===== src/rtl/div_clk_monitor.sv =====
// div_clk_monitor: measures high/low phase lengths of a sys_clk-synchronous
// divided clock, counts periods, tracks lock against the expected shape and
// raises a sticky error on loss of lock or counter overflow.
module div_clk_monitor #(
  parameter int unsigned EXP_HIGH = 3,
  parameter int unsigned EXP_LOW  = 4,
  parameter int unsigned LOCK_CNT = 4,
  parameter int unsigned CNT_W    = 8
) (
  input  logic             sys_clk,
  input  logic             sys_rst_n,
  input  logic             clk_div_in,
  input  logic             err_clr,
  output logic             rise_pulse,
  output logic [CNT_W-1:0] high_len,
  output logic [CNT_W-1:0] low_len,
  output logic             period_valid,
  output logic             locked,
  output logic             err,
  output logic [15:0]      period_cnt
);

  localparam int unsigned      GW       = $clog2(LOCK_CNT + 1);
  localparam logic [CNT_W-1:0] CNT_MAX  = '1;
  localparam logic [CNT_W-1:0] CNT_ONE  = CNT_W'(1);
  localparam logic [CNT_W-1:0] EXP_H    = CNT_W'(EXP_HIGH);
  localparam logic [CNT_W-1:0] EXP_L    = CNT_W'(EXP_LOW);
  localparam logic [GW-1:0]    LOCK_MAX = GW'(LOCK_CNT);

  typedef enum logic [1:0] {
    IDLE,
    HIGH,
    LOW
  } state_t;

  state_t           state;
  logic             d1;
  logic [CNT_W-1:0] hcnt;
  logic [CNT_W-1:0] lcnt;
  logic [GW-1:0]    good_cnt;

  logic             rise;
  logic             fall;
  logic             period_end;
  logic             period_good;
  logic             ovf;
  logic             err_set;
  logic [GW-1:0]    good_nxt;

  // Edge detection, period evaluation and error-set conditions.
  always_comb begin
    rise        = clk_div_in & ~d1;
    fall        = ~clk_div_in & d1;
    period_end  = (state == LOW) && rise;
    period_good = (high_len == EXP_H) && (lcnt == EXP_L);
    ovf         = ((state == HIGH) && clk_div_in && (hcnt == CNT_MAX)) ||
                  ((state == LOW) && !clk_div_in && (lcnt == CNT_MAX));
    err_set     = ovf || (period_end && !period_good && locked);
    good_nxt    = '0;
    if (period_good) begin
      good_nxt = (good_cnt == LOCK_MAX) ? good_cnt : good_cnt + GW'(1);
    end
  end

  // Input delay register and rise pulse, independent of FSM state.
  always_ff @(posedge sys_clk or negedge sys_rst_n) begin
    if (!sys_rst_n) begin
      d1         <= 1'b0;
      rise_pulse <= 1'b0;
    end else begin
      d1         <= clk_div_in;
      rise_pulse <= rise;
    end
  end

  // Phase-measurement FSM with period, length and lock outputs.
  always_ff @(posedge sys_clk or negedge sys_rst_n) begin
    if (!sys_rst_n) begin
      state        <= IDLE;
      hcnt         <= '0;
      lcnt         <= '0;
      high_len     <= '0;
      low_len      <= '0;
      period_valid <= 1'b0;
      period_cnt   <= '0;
      good_cnt     <= '0;
      locked       <= 1'b0;
    end else begin
      period_valid <= 1'b0;
      case (state)
        IDLE: begin
          hcnt <= '0;
          lcnt <= '0;
          if (rise) begin
            state <= HIGH;
            hcnt  <= CNT_ONE;
          end
        end
        HIGH: begin
          if (fall) begin
            state    <= LOW;
            high_len <= hcnt;
            lcnt     <= CNT_ONE;
          end else if (clk_div_in) begin
            // Overflow leaves hcnt saturated; IDLE zeroes it next cycle.
            if (hcnt == CNT_MAX) begin
              state    <= IDLE;
              good_cnt <= '0;
              locked   <= 1'b0;
            end else begin
              hcnt <= hcnt + CNT_ONE;
            end
          end
        end
        LOW: begin
          if (rise) begin
            state        <= HIGH;
            hcnt         <= CNT_ONE;
            low_len      <= lcnt;
            period_valid <= 1'b1;
            period_cnt   <= period_cnt + 16'd1;
            good_cnt     <= good_nxt;
            locked       <= (good_nxt == LOCK_MAX);
          end else if (!clk_div_in) begin
            if (lcnt == CNT_MAX) begin
              state    <= IDLE;
              good_cnt <= '0;
              locked   <= 1'b0;
            end else begin
              lcnt <= lcnt + CNT_ONE;
            end
          end
        end
        default: begin
          state <= IDLE;
        end
      endcase
    end
  end

  // Sticky error flag; a set in the same cycle as a clear wins.
  always_ff @(posedge sys_clk or negedge sys_rst_n) begin
    if (!sys_rst_n) begin
      err <= 1'b0;
    end else if (err_set) begin
      err <= 1'b1;
    end else if (err_clr) begin
      err <= 1'b0;
    end
  end

endmodule

===== config.mk =====
export PLATFORM = sky130hd
export DESIGN_NAME = div_clk_monitor
export DESIGN_NICKNAME = d
export VERILOG_FILES = /design/src/rtl/div_clk_monitor.sv
export SDC_FILE = /design/constraint.sdc
export NUM_CORES = 1
export LEC_CHECK = 0
export BUFFER_PORTS_ARGS = -buffer_cell sky130_fd_sc_hd__buf_2
export CORE_MARGIN = 2
export CORE_UTILIZATION = 64
export CTS_BUF_LIST = sky130_fd_sc_hd__clkbuf_8
export DETAILED_ROUTE_END_ITERATION = 8
export GPL_ROUTABILITY_DRIVEN = 0
export PLACE_DENSITY = 0.89
export SLEW_MARGIN = 10
export SYNTH_ARGS = -nofsm -noshare
export SYNTH_HDL_FRONTEND = slang
export SYNTH_SLANG_ARGS = --single-unit

===== constraint.sdc =====
create_clock -name sys_clk -period 3.97 [get_ports sys_clk]
set_input_delay 0.1985 -clock sys_clk [delete_from_list [all_inputs] [get_ports sys_clk]]
set_output_delay 0.1985 -clock sys_clk [all_outputs]
set_load 0.03 [all_outputs]

# Word-level counts from Yosys, hierarchy flattened
# Cells that the tools add are included.
# totals
regBits	58
output_inout_bits	36
wordCells	103
# op_classes
mux	39
eq_ne	22
n_addsub	4
reduce_logical	22
n_bitwise	4
# op_table
operator	n
two-way mux 8 bit	8
one-hot mux 8 bit (3 select lines)	2
two-way mux 3 bit	8
inequality test 2 bit (second input constant)	9
adder 16 x 1 -> 16 bit (second input constant)	1
adder 8 x 1 -> 8 bit (second input constant)	2
== test 8 bit (second input constant)	2
AND reduction 5 bit	3
two-way mux 2 bit	7
two-way mux 1 bit	11
== test 8 x 2 -> 1 bit (second input constant)	1
== test 8 x 3 -> 1 bit (second input constant)	1
logical AND 1 bit	8
== test 3 bit (second input constant)	2
inequality test 3 x 2 -> 1 bit (second input constant)	2
inequality test 3 bit (second input constant)	2
one-hot mux 2 bit (3 select lines)	1
one-hot mux 3 bit (2 select lines)	1
AND reduction 6 bit	1
AND reduction 2 bit	2
nonzero test 2 bit	2
adder 3 x 1 -> 3 bit (second input constant)	1
nonzero test 3 bit	1
bitwise AND 1 bit	2
8 further kinds	11

# Longest topological paths before layout
# Gate-level depths: netlist (run 1).
# depth
depth_word	7
mapped_depth	9
depth_no_buf	8

# Worst setup path after synthesis (run 1)
# OpenSTA, ideal clock, no wires.
# synth_timing
path_kind	reg2reg
start	register state[0]
end	register period_cnt[8]
stages_incl_launch_ff	10
arrival_ps	1585
slack_ps	2252
setup_ps	133
synth_period_minus_slack_ps	1718
path_cell_list	dfrtp_1 -> inv_1 -> ha_1 -> buf_6 -> nand3b_4 -> inv_2 -> and4_1 -> and2_4 -> nand4_1 -> xnor2_1
# synth_via
elab_chain_cells	2
# synth_lines
element	line_no	rtl
start, declared	36	state_t state;
start signal, assigned	79	state <= IDLE;
start signal, assigned	95	state <= HIGH;
start signal, assigned	101	state <= LOW;
== test 2 bit	90	case (state)
AND reduction 2 bit (no source line)	n/a	
end signal, assigned	121	period_cnt <= period_cnt + 16'd1;
end, declared	20	output logic [15:0] period_cnt
# Every way passes these cells.
# A chain may end at the register's enable or synchronous reset.

# Worst setup path in the final report (run 1)
# Ends and elaborated chain as after synthesis.

==> impl_metrics.py, run 1 <==
metrics = {
    "status": {
        "status": "finished, violations left",
        "violations": "negative hold slack",
    },
    "timing": {
        "setup-tns-final_ns": 0,
        "holdWs_ns": -0.0164,
        "drv_slew": 0,
        "tightest_slew_ns": 0.704,
        "slew_headroom": 0.531,
        "period_needed_ns": 2.35,
        "rsz0062_at_grt": "false",
        "max_freq_ghz": 0.425,
        "fin_crit_sh": 0.593,
        "hold_viol_final": 19,
        "skew_ns": 0.00713,
        "setup_viol": 0,
    },
    "clock_tree": {
        "cts_setup_buffers": 0,
        "clk_pin_slew_worst_paths_ns": 0.07,
        "cts_made_buffers": 9,
        "cts_max_path_buffers": 2,
        "cts-resized-gates": 0,
        "cts_sinks": 58,
        "tritoncts": "built",
        "cts.hold.buffers_added": 0,
        "cts_htree_levels": 3,
        "clk_latency_ns": 0.35,
        "clockRootBuffer": "clkbuf_8",
    },
    "grt": {
        "grt_usage": 0.268,
        "grt_first_pass_wirelength_um": 10500,
        "antenna_found_initial": 0,
        "grt_pass1_vias": 2143,
        "grt_max_degree": 59,
        "grt_overflow": 0,
    },
    "worst_setup_path": {
        "crit_path_end_kind": "flop",
        "critPathSlowestCell": "ha_1",
        "critPathArrivalTime_ns": 2.59,
        "path_class": "reg -> reg",
        "worstPathCellList": "inv_1 -> ha_1 -> nand3b_4 -> inv_2 -> and4_1 -> and2_4 -> nand4_1 -> xnor2_1",
        "start_kind": "flop",
        "cpLargestDelayFamily": "simple AND/OR/NAND/NOR gates",
        "crit_required_ns": 4.20,
        "path_buf_inv": 2,
        "cpPeakStageDelay_ns": 0.50,
        "cp_max_fo": 16,
    },
    "drt": {
        "antenna_left": 0,
        "wl_per_cell_um": 16.8,
        "vias": 2339,
        "drt_drc_violations_left": 0,
        "viasPerCell": 6.08,
        "drt_iter0_drc": 134,
        "drt_pass1_iterations": 5,
        "routed_wl_um": 6480,
    },
    "yosys": {
        "async_reset_ff_frac": 1.00,
        "yosysSeqAreaShare": 0.491,
        "synth_top_area_share": 0.491,
        "synth_area_leader_cell": "dfrtp_1",
        "synth_cell_types": 50,
        "synthCells": 285,
        "ys_top_cells_by_area": "dfrtp_1 49%, nand2_1 5.6%, ha_1 4.2%",
        "postSynthAreaPerCell_sq_um": 10.4,
        "synth-warning-count": 0,
        "syn_area_sq_um": 2950,
        "syn_nets": 299,
        "synth_edf_count": 0,
        "ys.flop_type": "dfrtp_1",
        "ys_seq_elements": 58,
    },
    "cells_and_area": {
        "num_antenna_cells": 0,
        "nets": 342,
        "final_cell_area_sq_um": 3420,
        "layout_commonest_cell": "dfrtp_1",
        "areaGrowthSynthToFinish_pct": 15.8,
        "drive_gt1_frac": 0.252,
        "mostFrequentLayoutCells": "58 x dfrtp_1, 44 x nand2_1, 39 x buf_2, 24 x o21ai_0, 18 x nand3_1",
    },
    "floorplan": {
        "ioPinCount": 40,
        "die_h_um": 71.9,
        "coreArea_sq_um": 4410,
        "dieArea_sq_um": 5180,
        "floorplan.initialDensity": 0.669,
        "die_w_um": 71.9,
        "rows": 24,
    },
    "pwr": {
        "ir_drop_mv": 0.409,
        "p_leak_nw": 1.74,
        "power.density_nw_per_um2": 565,
    },
    "place": {
        "hpwlAfterDp_um": 4320,
        "placedInstanceArea_sq_um": 3170,
        "io_buffers": 39,
    },
    "hold_path": {
        "hold_path_class": "in -> async",
    },
    "run": {
        "maxCapViolations": 0,
    },
}
==> cell type report <==
class                      instances  area (sq um)
clock buffer                      11           151
clock inverter                     5           100
fill                             259           995
inverter                          14          52.6
multi-input combinational        205          1400
sequential                        58          1450
tap                               52          65.1
timing repair buffer              40           203
==> cells in the mapped netlist (3+ instances only) <==
cell	n
dfrtp_1	58
nand2_1	44
o21ai_0	24
nand3_1	18
inv_1	11
nor2_1	11
xnor2_1	11
ha_1	10
a21oi_1	9
mux2_2	8
o21ai_1	7
and3_1	5
and4_1	5
a31oi_1	4
buf_2	4
nor3_1	4
xor2_1	4
inv_2	3
nand4_1	3
==> metal layers <==
layer,part of all wire,wire length [um],track usage,up-vias
met5,0,0,0,-
met1,0.44,2850,0.359,1142
met4,0.024,153,0.128,0
li1,-,-,-,1095
met2,0.48,3120,0.424,86
met3,0.054,349,0.0528,16
==> worst paths after layout <==
check	start	end	slack [ns]	cells after the start
max	state[0]	period_cnt[8]	1.62	8
min	sys_rst_n	period_cnt[8]	-0.02	2
max reg2reg	state[0]	period_cnt[8]	1.62	8
min reg2reg	low_len[7]	low_len[7]	0.47	2
max in group asynchronous	sys_rst_n	state[1]	3.51	2
min in group sys_clk	clk_div_in	d1	0.15	1
==> registers in the layout, indices dropped and copies added, names as in the netlist <==
| name | cells |
|---|---|
| low_len | 8 |
| good_cnt | 3 |
| lcnt | 8 |
| d1 | 1 |
| rise_pulse | 1 |
| locked | 1 |
| state | 2 |
| err | 1 |
| high_len | 8 |
| period_cnt | 16 |
| hcnt | 8 |
| period_valid | 1 |
==> kinds of logic after synthesis <==
kind of cell / count (synthesis) / share of synthesized area
buffers and inverters: 22 / 0.0360
flip-flops: 58 / 0.491
AO/OA/AOI/OAI: 62 / 0.144
XOR/XNOR: 15 / 0.0445
AND/OR/NAND/NOR: 109 / 0.208
adder cells (fa/ha/maj): 10 / 0.0424
multiplexers: 9 / 0.0339
==> report_power, final <==
group	internal (mW)	switching, mW	leakage (nW)
sequential	0.649	0.0581	0.795
combinational	0.186	0.358	0.819
clock	0.449	0.234	0.129
==> through the flow <==
stage	util	hold slack (ns)	setup WS [ns]	std cells	power, mW
finish	0.775	-0.0164	1.62	385	1.93
CTS	0.775	0.0146	1.60	385	1.93
global route	0.775	0.0526	1.44	385	2.02
global placement	0.718	0.371	1.75	369	1.23
detailed placement	0.718	0.378	1.64	369	1.24
floorplan	-	-0.0971	2.25	285	1.13
No activity file was read; power rests on OpenSTA's default activity.
==> inputs of run 2 (changes only) <==
--- a/config.mk
+++ b/config.mk
@@ -7,11 +7,11 @@
 export LEC_CHECK = 0
 export BUFFER_PORTS_ARGS = -buffer_cell sky130_fd_sc_hd__buf_2
 export CORE_MARGIN = 2
-export CORE_UTILIZATION = 64
+export CORE_UTILIZATION = 54
 export CTS_BUF_LIST = sky130_fd_sc_hd__clkbuf_8
 export DETAILED_ROUTE_END_ITERATION = 8
 export GPL_ROUTABILITY_DRIVEN = 0
-export PLACE_DENSITY = 0.89
+export PLACE_DENSITY = 0.81
 export SLEW_MARGIN = 10
 export SYNTH_ARGS = -nofsm -noshare
 export SYNTH_HDL_FRONTEND = slang
==> constraint.sdc (replaced) <==
create_clock -name sys_clk -period 2.1 [get_ports sys_clk]
set_input_delay 0.105 -clock sys_clk [delete_from_list [all_inputs] [get_ports sys_clk]]
set_output_delay 0.105 -clock sys_clk [all_outputs]
set_load 0.03 [all_outputs]
==> run 2 against run 1 <==
The run now ends clean. Global-route usage decreased by 3.5 points. First-iteration DRC count increased by 1.5%. Utilization decreased by 11 points. Fmax up 19%. Cell count grew 6.0%. Sequential power rose by 90%. Clock skew about the same. Combinational power grew 93%. Non-clock buffer count up 5. Register-to-register slack worse by 1.5 ns. Routed wire length shrank 0.93%. Critical endpoint is now hcnt[4]. Largest power group unchanged.
==> impl_metrics.py, run 2 (same netlist as run 1, synthesis figures left out) <==
metrics = {
    "timing": {
        "rsz0062_at_grt": "false",
        "fin_crit_sh": 0.941,
        "hold_viol_final": 0,
        "tightest_slew_ns": 0.578,
        "setup_viol": 0,
        "max_freq_ghz": 0.506,
        "layout_setup_ws_ns": 0.124,
        "slew_headroom": 0.615,
        "period_needed_ns": 1.98,
        "setup-tns-final_ns": 0,
        "skew_ns": 0.00706,
        "drv_slew": 0,
    },
    "cells_and_area": {
        "top_register": "period_cnt",
        "drive_gt1_frac": 0.257,
        "largest_reg_flops": 16,
        "areaGrowthSynthToFinish_pct": 16.7,
        "regArea_sq_um": 1450,
        "num_antenna_cells": 0,
        "layout_commonest_cell": "dfrtp_1",
        "fin_util": 0.663,
        "mostFrequentLayoutCells": "58 x dfrtp_1, 44 x nand2_1, 39 x buf_2, 24 x o21ai_0, 18 x nand3_1",
        "nets": 347,
        "fin_cells": 408,
        "final.fill_count": 428,
        "multi_input_comb_area_sq_um": 1400,
    },
    "clock_tree": {
        "cts_setup_buffers": 0,
        "cts_htree_levels": 3,
        "clockRootBuffer": "clkbuf_8",
        "clk_pin_slew_worst_paths_ns": 0.07,
        "cts_made_buffers": 9,
        "tritoncts": "built",
        "cts_max_path_buffers": 2,
        "clk_latency_ns": 0.34,
        "cts_sinks": 58,
        "cts-resized-gates": 0,
        "cts.hold.buffers_added": 1,
    },
    "status": {
        "status": "finished clean",
    },
    "pwr": {
        "power.density_nw_per_um2": 1000,
        "p_leak_nw": 1.74,
        "ir_drop_mv": 0.572,
        "power_mw": 3.45,
    },
    "place": {
        "placedCellCount": 391,
        "io_buffers": 39,
        "hpwlAfterDp_um": 4480,
        "dpl_worst_slack_ns": 0.188,
    },
    "hold_path": {
        "hold_path_class": "in -> reg",
    },
    "grt": {
        "antenna_found_initial": 0,
        "grt_first_pass_wirelength_um": 10900,
        "grt_overflow": 0,
        "grt_usage": 0.233,
        "grt_max_degree": 35,
        "grt_pass1_vias": 2283,
    },
    "floorplan": {
        "die_h_um": 78.0,
        "ioPinCount": 40,
        "rows": 26,
        "floorplan.initialDensity": 0.568,
        "coreArea_sq_um": 5200,
        "die_w_um": 78.0,
        "dieArea_sq_um": 6080,
    },
    "worst_setup_path": {
        "cp_max_fo": 6,
        "path_class": "reg -> reg",
        "critPathArrivalTime_ns": 2.21,
        "start_kind": "flop",
        "crit_path_end_kind": "flop",
        "crit_required_ns": 2.33,
    },
    "drt": {
        "drt_drc_violations_left": 0,
        "antenna_left": 0,
        "vias": 2330,
        "wl_per_cell_um": 15.7,
        "viasPerCell": 5.71,
        "drt_pass1_iterations": 4,
        "routed_wl_um": 6420,
        "drt_iter0_drc": 136,
    },
    "run": {
        "maxCapViolations": 0,
    },
}
==> run 2: cell types whose count changed in the layout (fill, tap and decap cells not counted), sizes merged <==
| cell | delta |
|---|---|
| bufinv | -2 |
| clkinvlp | +2 |
| dlygate4sd3 | +1 |
| inv | +1 |
| clkinv | -1 |
| buf | +4 |
==> run 2: where the power goes <==
part / leakage [nW] / switching, mW / internal, mW
Combinational: 0.847 / 0.681 / 0.370
Sequential: 0.795 / 0.109 / 1.23
Clock: 0.103 / 0.456 / 0.606
Total: 1.74 / 1.25 / 2.20
==> run 2: stage by stage <==
step	area, sq um	hold WS (ns)
global route	3450	0.0518
detailed placement	3230	0.135
finish	3450	0.0499
global placement	3230	0.128
floorplan	2950	-0.191
CTS	3450	0.0411
==> run 2: final timing paths <==
check	from	end	slack (ns)	cells after the start
worst min-delay path	clk_div_in	d1	0.05	1
max in group asynchronous	sys_rst_n	hcnt[1]	1.23	3
min in group asynchronous	sys_rst_n	period_cnt[6]	0.29	2
worst max-delay path	state[0]	hcnt[4]	0.12	7
worst max register to register	state[0]	hcnt[4]	0.12	7
worst min register to register	period_cnt[15]	period_cnt[15]	0.46	1
==> run 2: critical path, stage by stage, from the launching register on <==
cell      delay, ns
dfrtp_1        0.38
inv_1          0.09
ha_1           0.31
buf_4          0.21
a21oi_1        0.18
a21boi_1       0.38
nand2_1        0.10
a22o_1         0.20
==> run 2: layer usage <==
layer / GRT usage / vias to the layer above / share of wire
li1: - / 1106 / -
met1: 0.308 / 1143 / 0.45
met2: 0.359 / 69 / 0.48
met3: 0.0698 / 12 / 0.054
met4: 0.0947 / 0 / 0.018
met5: 0 / - / 0
==> run 2: final cells by class <==
class                           count  share of cell area
Clock buffer                       11              0.0439
Inverter                           14              0.0152
Sequential cell                    58               0.421
Clock inverter                      5              0.0156
Tap cell                           70              0.0254
Multi-Input combinational cell    205               0.405
Timing Repair Buffer               45              0.0740
==> inputs of run 3 (changes only) <==
--- a/config.mk
+++ b/config.mk
@@ -11,7 +11,7 @@
 export CTS_BUF_LIST = sky130_fd_sc_hd__clkbuf_8
 export DETAILED_ROUTE_END_ITERATION = 8
 export GPL_ROUTABILITY_DRIVEN = 0
-export PLACE_DENSITY = 0.81
+export PLACE_DENSITY = 0.76
 export SLEW_MARGIN = 10
 export SYNTH_ARGS = -nofsm -noshare
 export SYNTH_HDL_FRONTEND = slang
==> run 3 against run 2 <==
Utilization grew 0.26 points. Sequential cell count is the same. Register-to-register slack is essentially flat. Power grew 2.6%. Global-route usage shrank 0.91 points. Worst hold slack gained 0.0026 ns. Die area is the same. Fmax grew 0.19%. First-iteration DRC count shrank 13%. Non-clock buffer count is the same. Routed wire length shrank 3.5%. Highest routed layer unchanged.
==> impl_metrics.py, run 3 (same netlist as run 1, synthesis figures left out) <==
metrics = {
    "grt": {
        "grt_usage": 0.224,
        "grt_overflow": 0,
        "antenna_found_initial": 0,
        "grt_max_degree": 32,
        "grt_pass1_vias": 2146,
        "grt_first_pass_wirelength_um": 10500,
    },
    "clock_tree": {
        "clk_pin_slew_worst_paths_ns": 0.06,
        "clockRootBuffer": "clkbuf_8",
        "cts-resized-gates": 0,
        "tritoncts": "built",
        "cts_max_path_buffers": 2,
        "cts_htree_levels": 3,
        "cts_sinks": 58,
        "clk_latency_ns": 0.34,
        "cts_made_buffers": 9,
    },
    "timing": {
        "hold_viol_final": 0,
        "tightest_slew_ns": 0.658,
        "setup-tns-final_ns": 0,
        "skew_ns": 0.0107,
        "rsz0062_at_grt": "false",
        "fin_crit_sh": 0.939,
        "slew_headroom": 0.561,
        "max_freq_ghz": 0.507,
        "period_needed_ns": 1.97,
        "setup_viol": 0,
        "drv_slew": 0,
        "layout_setup_ws_ns": 0.128,
    },
    "cells_and_area": {
        "fin_util": 0.665,
        "layout_commonest_cell": "dfrtp_1",
        "top_register": "period_cnt",
        "largest_reg_flops": 16,
        "final_cell_area_sq_um": 3460,
        "drive_gt1_frac": 0.252,
        "mostFrequentLayoutCells": "58 x dfrtp_1, 44 x nand2_1, 39 x buf_2, 24 x o21ai_0, 18 x nand3_1",
        "areaGrowthSynthToFinish_pct": 17.2,
        "num_antenna_cells": 0,
        "nets": 347,
    },
    "worst_setup_path": {
        "crit_path_end_kind": "flop",
        "path_class": "reg -> reg",
        "crit_required_ns": 2.32,
        "critPathArrivalTime_ns": 2.20,
        "cp_max_fo": 6,
        "start_kind": "flop",
    },
    "floorplan": {
        "ioPinCount": 40,
        "floorplan.initialDensity": 0.568,
        "dieArea_sq_um": 6080,
        "rows": 26,
        "die_w_um": 78.0,
        "coreArea_sq_um": 5200,
        "die_h_um": 78.0,
    },
    "drt": {
        "vias": 2282,
        "routed_wl_um": 6200,
        "antenna_left": 0,
        "viasPerCell": 5.61,
        "drt_drc_violations_left": 0,
        "drt_pass1_iterations": 4,
        "drt_iter0_drc": 118,
        "wl_per_cell_um": 15.2,
    },
    "status": {
        "status": "finished clean",
    },
    "hold_path": {
        "hold_path_class": "in -> reg",
    },
    "place": {
        "hpwlAfterDp_um": 4310,
        "placedInstanceArea_sq_um": 3230,
        "io_buffers": 39,
        "dpl_worst_slack_ns": 0.159,
    },
    "pwr": {
        "ir_drop_mv": 0.575,
        "power.density_nw_per_um2": 1020,
        "p_leak_nw": 1.76,
    },
    "run": {
        "maxCapViolations": 0,
    },
}
## run 3: cell types whose count changed in the layout (fill, tap and decap cells not counted)
cell / change
clkinv_2: -1
bufinv_16: +1
inv_1: +1
clkinvlp_4: -2
## run 3: what timing repair did
action,in CTS,in global routing
endpoints found under the hold margin,27,0
setup buffers,0,0
hold buffers,1,0
setup endpoints to repair,0,1
## run 3: worst paths after layout
kind / startpoint / endpoint / slack (ns) / cells after the start
setup / recovery: lcnt[1] / state[1] / 0.13 / 6
hold / removal: clk_div_in / d1 / 0.05 / 1
setup reg to reg: lcnt[1] / state[1] / 0.13 / 6
hold reg to reg: low_len[5] / low_len[5] / 0.47 / 2
max in group asynchronous: sys_rst_n / lcnt[7] / 1.18 / 3
min in group asynchronous: sys_rst_n / period_cnt[10] / 0.32 / 2
## run 3: cell type report
| cell class | count | area, sq um |
|---|---|---|
| Clock inverter | 4 | 67.6 |
| Timing Repair Buffer | 45 | 255 |
| Tap cell | 70 | 87.6 |
| Clock buffer | 11 | 151 |
| Sequential cell | 58 | 1450 |
| Inverter | 14 | 52.6 |
| Multi-Input combinational cell | 205 | 1400 |
| Fill cell | 410 | 1740 |
## run 3: layer usage
metal	vias to the layer above	global-route usage	wire, um
met5	-	0	0
li1	1103	-	-
met3	8	0.0535	324
met4	0	0.0947	99
met1	1098	0.304	2920
met2	73	0.344	2850
## run 3: stage by stage
stage	power, mW	hold WS, ns	cells
after floorplan	2.13	-0.191	285
after global placement	2.37	0.156	391
after global routing	3.71	0.0538	407
after CTS	3.54	0.0414	407
final	3.54	0.0525	407
after detailed placement	2.38	0.167	391
## run 3: worst max-delay path, cell delays in order, from the launching register on
cell	delay, ns
dfrtp_1	0.42
ha_1	0.30
nand4_2	0.22
o31a_1	0.35
o21ai_2	0.16
o21ai_1	0.14
a22o_1	0.26
## run 3: report_power, final
| part | internal (mW) | leakage [nW] | total [mW] | switching, mW |
|---|---|---|---|---|
| registers | 1.23 | 0.795 | 1.34 | 0.110 |
| clock network | 0.718 | 0.118 | 1.14 | 0.422 |
| logic | 0.370 | 0.848 | 1.06 | 0.691 |
| total | 2.31 | 1.76 | 3.54 | 1.22 |
